`config.mk`:
```
export PLATFORM = sky130hd
export DESIGN_NAME = sat_counter
export DESIGN_NICKNAME = d
export VERILOG_FILES = /design/src/rtl/sat_counter.sv
export SDC_FILE = /design/constraint.sdc
export NUM_CORES = 1
export LEC_CHECK = 0
export BUFFER_PORTS_ARGS = -buffer_cell sky130_fd_sc_hd__buf_2
export CAP_MARGIN = 20
export CORE_ASPECT_RATIO = 0.6
export CORE_MARGIN = 2
export CORE_UTILIZATION = 35
export DETAILED_ROUTE_END_ITERATION = 8
export PLACE_DENSITY = 0.66
export SLEW_MARGIN = 20
export SYNTH_ARGS = -nofsm -noshare
export SYNTH_HDL_FRONTEND = slang
export SYNTH_SLANG_ARGS = --single-unit
```
`constraint.sdc`:
```
create_clock -name clk_i -period 2.6 [get_ports clk_i]
set_clock_uncertainty 0.2 [all_clocks]
set_input_delay 0 -clock clk_i [delete_from_list [all_inputs] [get_ports clk_i]]
set_output_delay 0 -clock clk_i [all_outputs]
set_load 0.01 [all_outputs]
```
`src/rtl/sat_counter.sv`:
```
// Saturating up-counter with synchronous clear.
// Ports: clk_i/rst_ni clock and async active-low reset, clr synchronous
// clear (wins over inc), inc count enable, count current value.
module sat_counter #(
    parameter int unsigned CNT_WIDTH_G = 16
) (
    input  logic                   clk_i,
    input  logic                   rst_ni,
    input  logic                   clr,
    input  logic                   inc,
    output logic [CNT_WIDTH_G-1:0] count
);

    // Holds at all-ones instead of wrapping.
    always_ff @(posedge clk_i or negedge rst_ni) begin
        if (!rst_ni) begin
            count <= '0;
        end else if (clr) begin
            count <= '0;
        end else if (inc && (count != '1)) begin
            count <= count + CNT_WIDTH_G'(1);
        end
    end

endmodule

```
==> out/metrics.csv <==
metric,value,unit
synth.distinct_cells,28,
timing.hold.ws,-0.00744,ns
drv_cap,0,
synth_seq_area_share,0.425,
power_density,419,nW/um^2
cts_buffers,3,
num_rows,14,
viasPerCell,5.92,
drive_above_1_share,0.269,
drtAntennaViolNets,0,
clockBufferDepth,2,
grt_pass1_vias,786,
largest_register_ffs,16,
gp_congestion,0.777,
vdd_drop_max,0.176,mV
nets,126,
sequentialPowerShare,0.537,
finish.utilization,0.448,
cts_tree,built,
endpoint_kind,flip-flop,
clkTransAtPathRegs,0.07,ns
htree_levels,1,
yosys_warnings,0,
hp-class,input pin to asynchronous set/reset pin,
place_ws,0.312,ns
finalHoldViolations,8,
power_frac_comb,0.065,
p_sw_frac,0.230,
finalCriticalPeriod,2.33,ns
start_util,0.374,
cp_max_fo,15,
design.die.area,3140,um^2
setup_viol,0,
insertion_delay,0.25,ns
rsz0062_at_grt,false,
drt_iter0_drc,93,
die_x,71.0,um
synth_edf_count,0,
pwr-share-clk,0.397,
drv_slew,0,
routedWlPerCell,15.8,um
setup_tns,0,ns
antenna_cells,0,
grt_pass1_wl,3770,um
largest_registers,count: 16 flops,
violations,hold timing,
core-area,2520,um^2
grt_max_degree,23,
status,"finished, violations left",
fp.dieH,44.2,um
portBuffers,19,
synth_cells,98,
vias,894,
fin_crit_sh,0.898,
drt-pass1-iter-count,4,
ys.flop_type,dfrtp_1,
fmax,428,MHz
dpl.hpwl,1620,um
grt.overflow.total,0,
synth_area_per_cell,9.61,um^2
synth_fp_nets,103,
start_kind,flip-flop,
worstMarginPinSlew,0.702,ns
grt_use_total,0.158,
ys_async_sr_fraction,1.00,
syn2layout_area_growth,19.9,%
antenna_found_initial,0,
crit_arrival,2.27,ns
ys_ff_latch,16,
cts_sinks,16,
registers.top_by_ff_count,count,
p_leak,0.000511,uW
setup_ws,0.266,ns
p_int,364,uW
cts_post_setup_buffers_inserted,0,
syn-cell-area,942,um^2
p_sw,109,uW
critPathKind,flip-flop to flip-flop,
drc_errors,0,
wl,2390,um
required,2.54,ns
clockRootBuffer,clkbuf_8,
ioPinCount,20,
slew_headroom,0.529,
-- power groups by stage --
stage / Clock (uW) / Combinational (uW) / Sequential, uW
2_1_floorplan: 0 / 14.0 / 260
3_3_place_gp: 0 / 27.3 / 258
3_5_place_dp: 0 / 28.1 / 259
4_1_cts: 192 / 31.7 / 254
5_1_grt: 205 / 35.3 / 254
6_report: 188 / 31.0 / 254
-- cell type report --
class / instances / area [um^2]
repair buffers: 23 / 133
fillers: 260 / 1390
inverters: 3 / 11.3
multi-input cells: 74 / 504
well taps: 32 / 40.0
clock buffers: 3 / 41.3
flip-flops and latches: 16 / 400
-- cell usage after synthesis (2+ instances only) --
master	count	area [um^2]
dfrtp_1	16	400
nor2_1	4	15.0
o21ai_1	3	15.0
or4_1	5	37.5
inv_1	3	11.3
nand4_1	6	37.5
a21oi_1	11	55.1
and3_1	2	12.5
or4_2	2	17.5
nor2b_1	4	25.0
nand2_1	6	22.5
o31ai_1	7	52.6
mux2_1	4	45.0
nand3_1	3	15.0
or3_1	2	12.5
nor4_1	4	25.0
and4_2	2	20.0
clkbuf_1	4	15.0
-- stage by stage --
step                      hold WS, ns  cells  cell area (um^2)  power (uW)
after CTS                     0.00719    151              1130         478
after floorplan                -0.496     98               942         274
after global placement         -0.263    145              1060         286
after detailed placement       -0.256    145              1060         287
final                        -0.00744    151              1130         473
after global routing           0.0354    151              1130         495
-- layout by cell type (no fill, tap or decap), types with 2 or more instances in the layout --
cell type	synthesis	layout
buf_2	0	19
a21oi_1	11	11
or4_1	5	5
nor2b_1	4	4
nor2_1	4	4
nor4_1	4	4
o31ai_1	7	7
mux2_1	4	4
dlygate4sd3_1	0	3
nand4_1	6	6
or3_1	2	2
nand3_1	3	3
o21ai_1	3	3
and3_1	2	2
inv_1	3	3
nand2_1	6	6
and4_2	2	2
or4_2	2	2
clkbuf_8	0	3
dfrtp_1	16	16
-- routing by layer --
metal	wire, um	GRT usage
met1	1180	0.223
met2	1040	0.241
met3	173	0.0569
met4	7	0.0226
met5	0	0
-- cell families (layout without fill, tap and decap cells) --
logic type | count (synthesis) | after routing | share of synthesized area
buffers and inverters | 8 | 29 | 0.0398
and+or+nand+nor | 45 | 45 | 0.312
AOI/OAI and AO/OA | 24 | 24 | 0.162
adders and majority gates | 1 | 1 | 0.0133
muxes | 4 | 4 | 0.0478
DFF | 16 | 16 | 0.425
-- path summary, 6_finish.rpt --
kind / from / endpoint / slack, ns / cells after the start
min: rst_ni / count[4]$_DFFE_PN0P_ / -0.007 / 2
min reg2reg: count[0]$_DFFE_PN0P_ / count[0]$_DFFE_PN0P_ / 0.42 / 2
max reg2reg: count[0]$_DFFE_PN0P_ / count[15]$_DFFE_PN0P_ / 0.27 / 5
max: count[0]$_DFFE_PN0P_ / count[15]$_DFFE_PN0P_ / 0.27 / 5
max in group asynchronous: rst_ni / count[1]$_DFFE_PN0P_ / 1.92 / 2
min in group clk_i: inc / count[1]$_DFFE_PN0P_ / 0.41 / 4
-- critical path, stage by stage, from the launching register on --
cell,delay (ns)
dfrtp_1,0.40
ha_1,0.27
nand4_2,0.15
nor4_4,0.69
nor4_1,0.16
mux2_1,0.35
-- repair_timing --
item | in CTS | in global routing
resized for setup | 0 | 0
hold endpoints to repair | 28 | 0
hold buffers | 3 | 0
(Power assumes the default switching activity.)
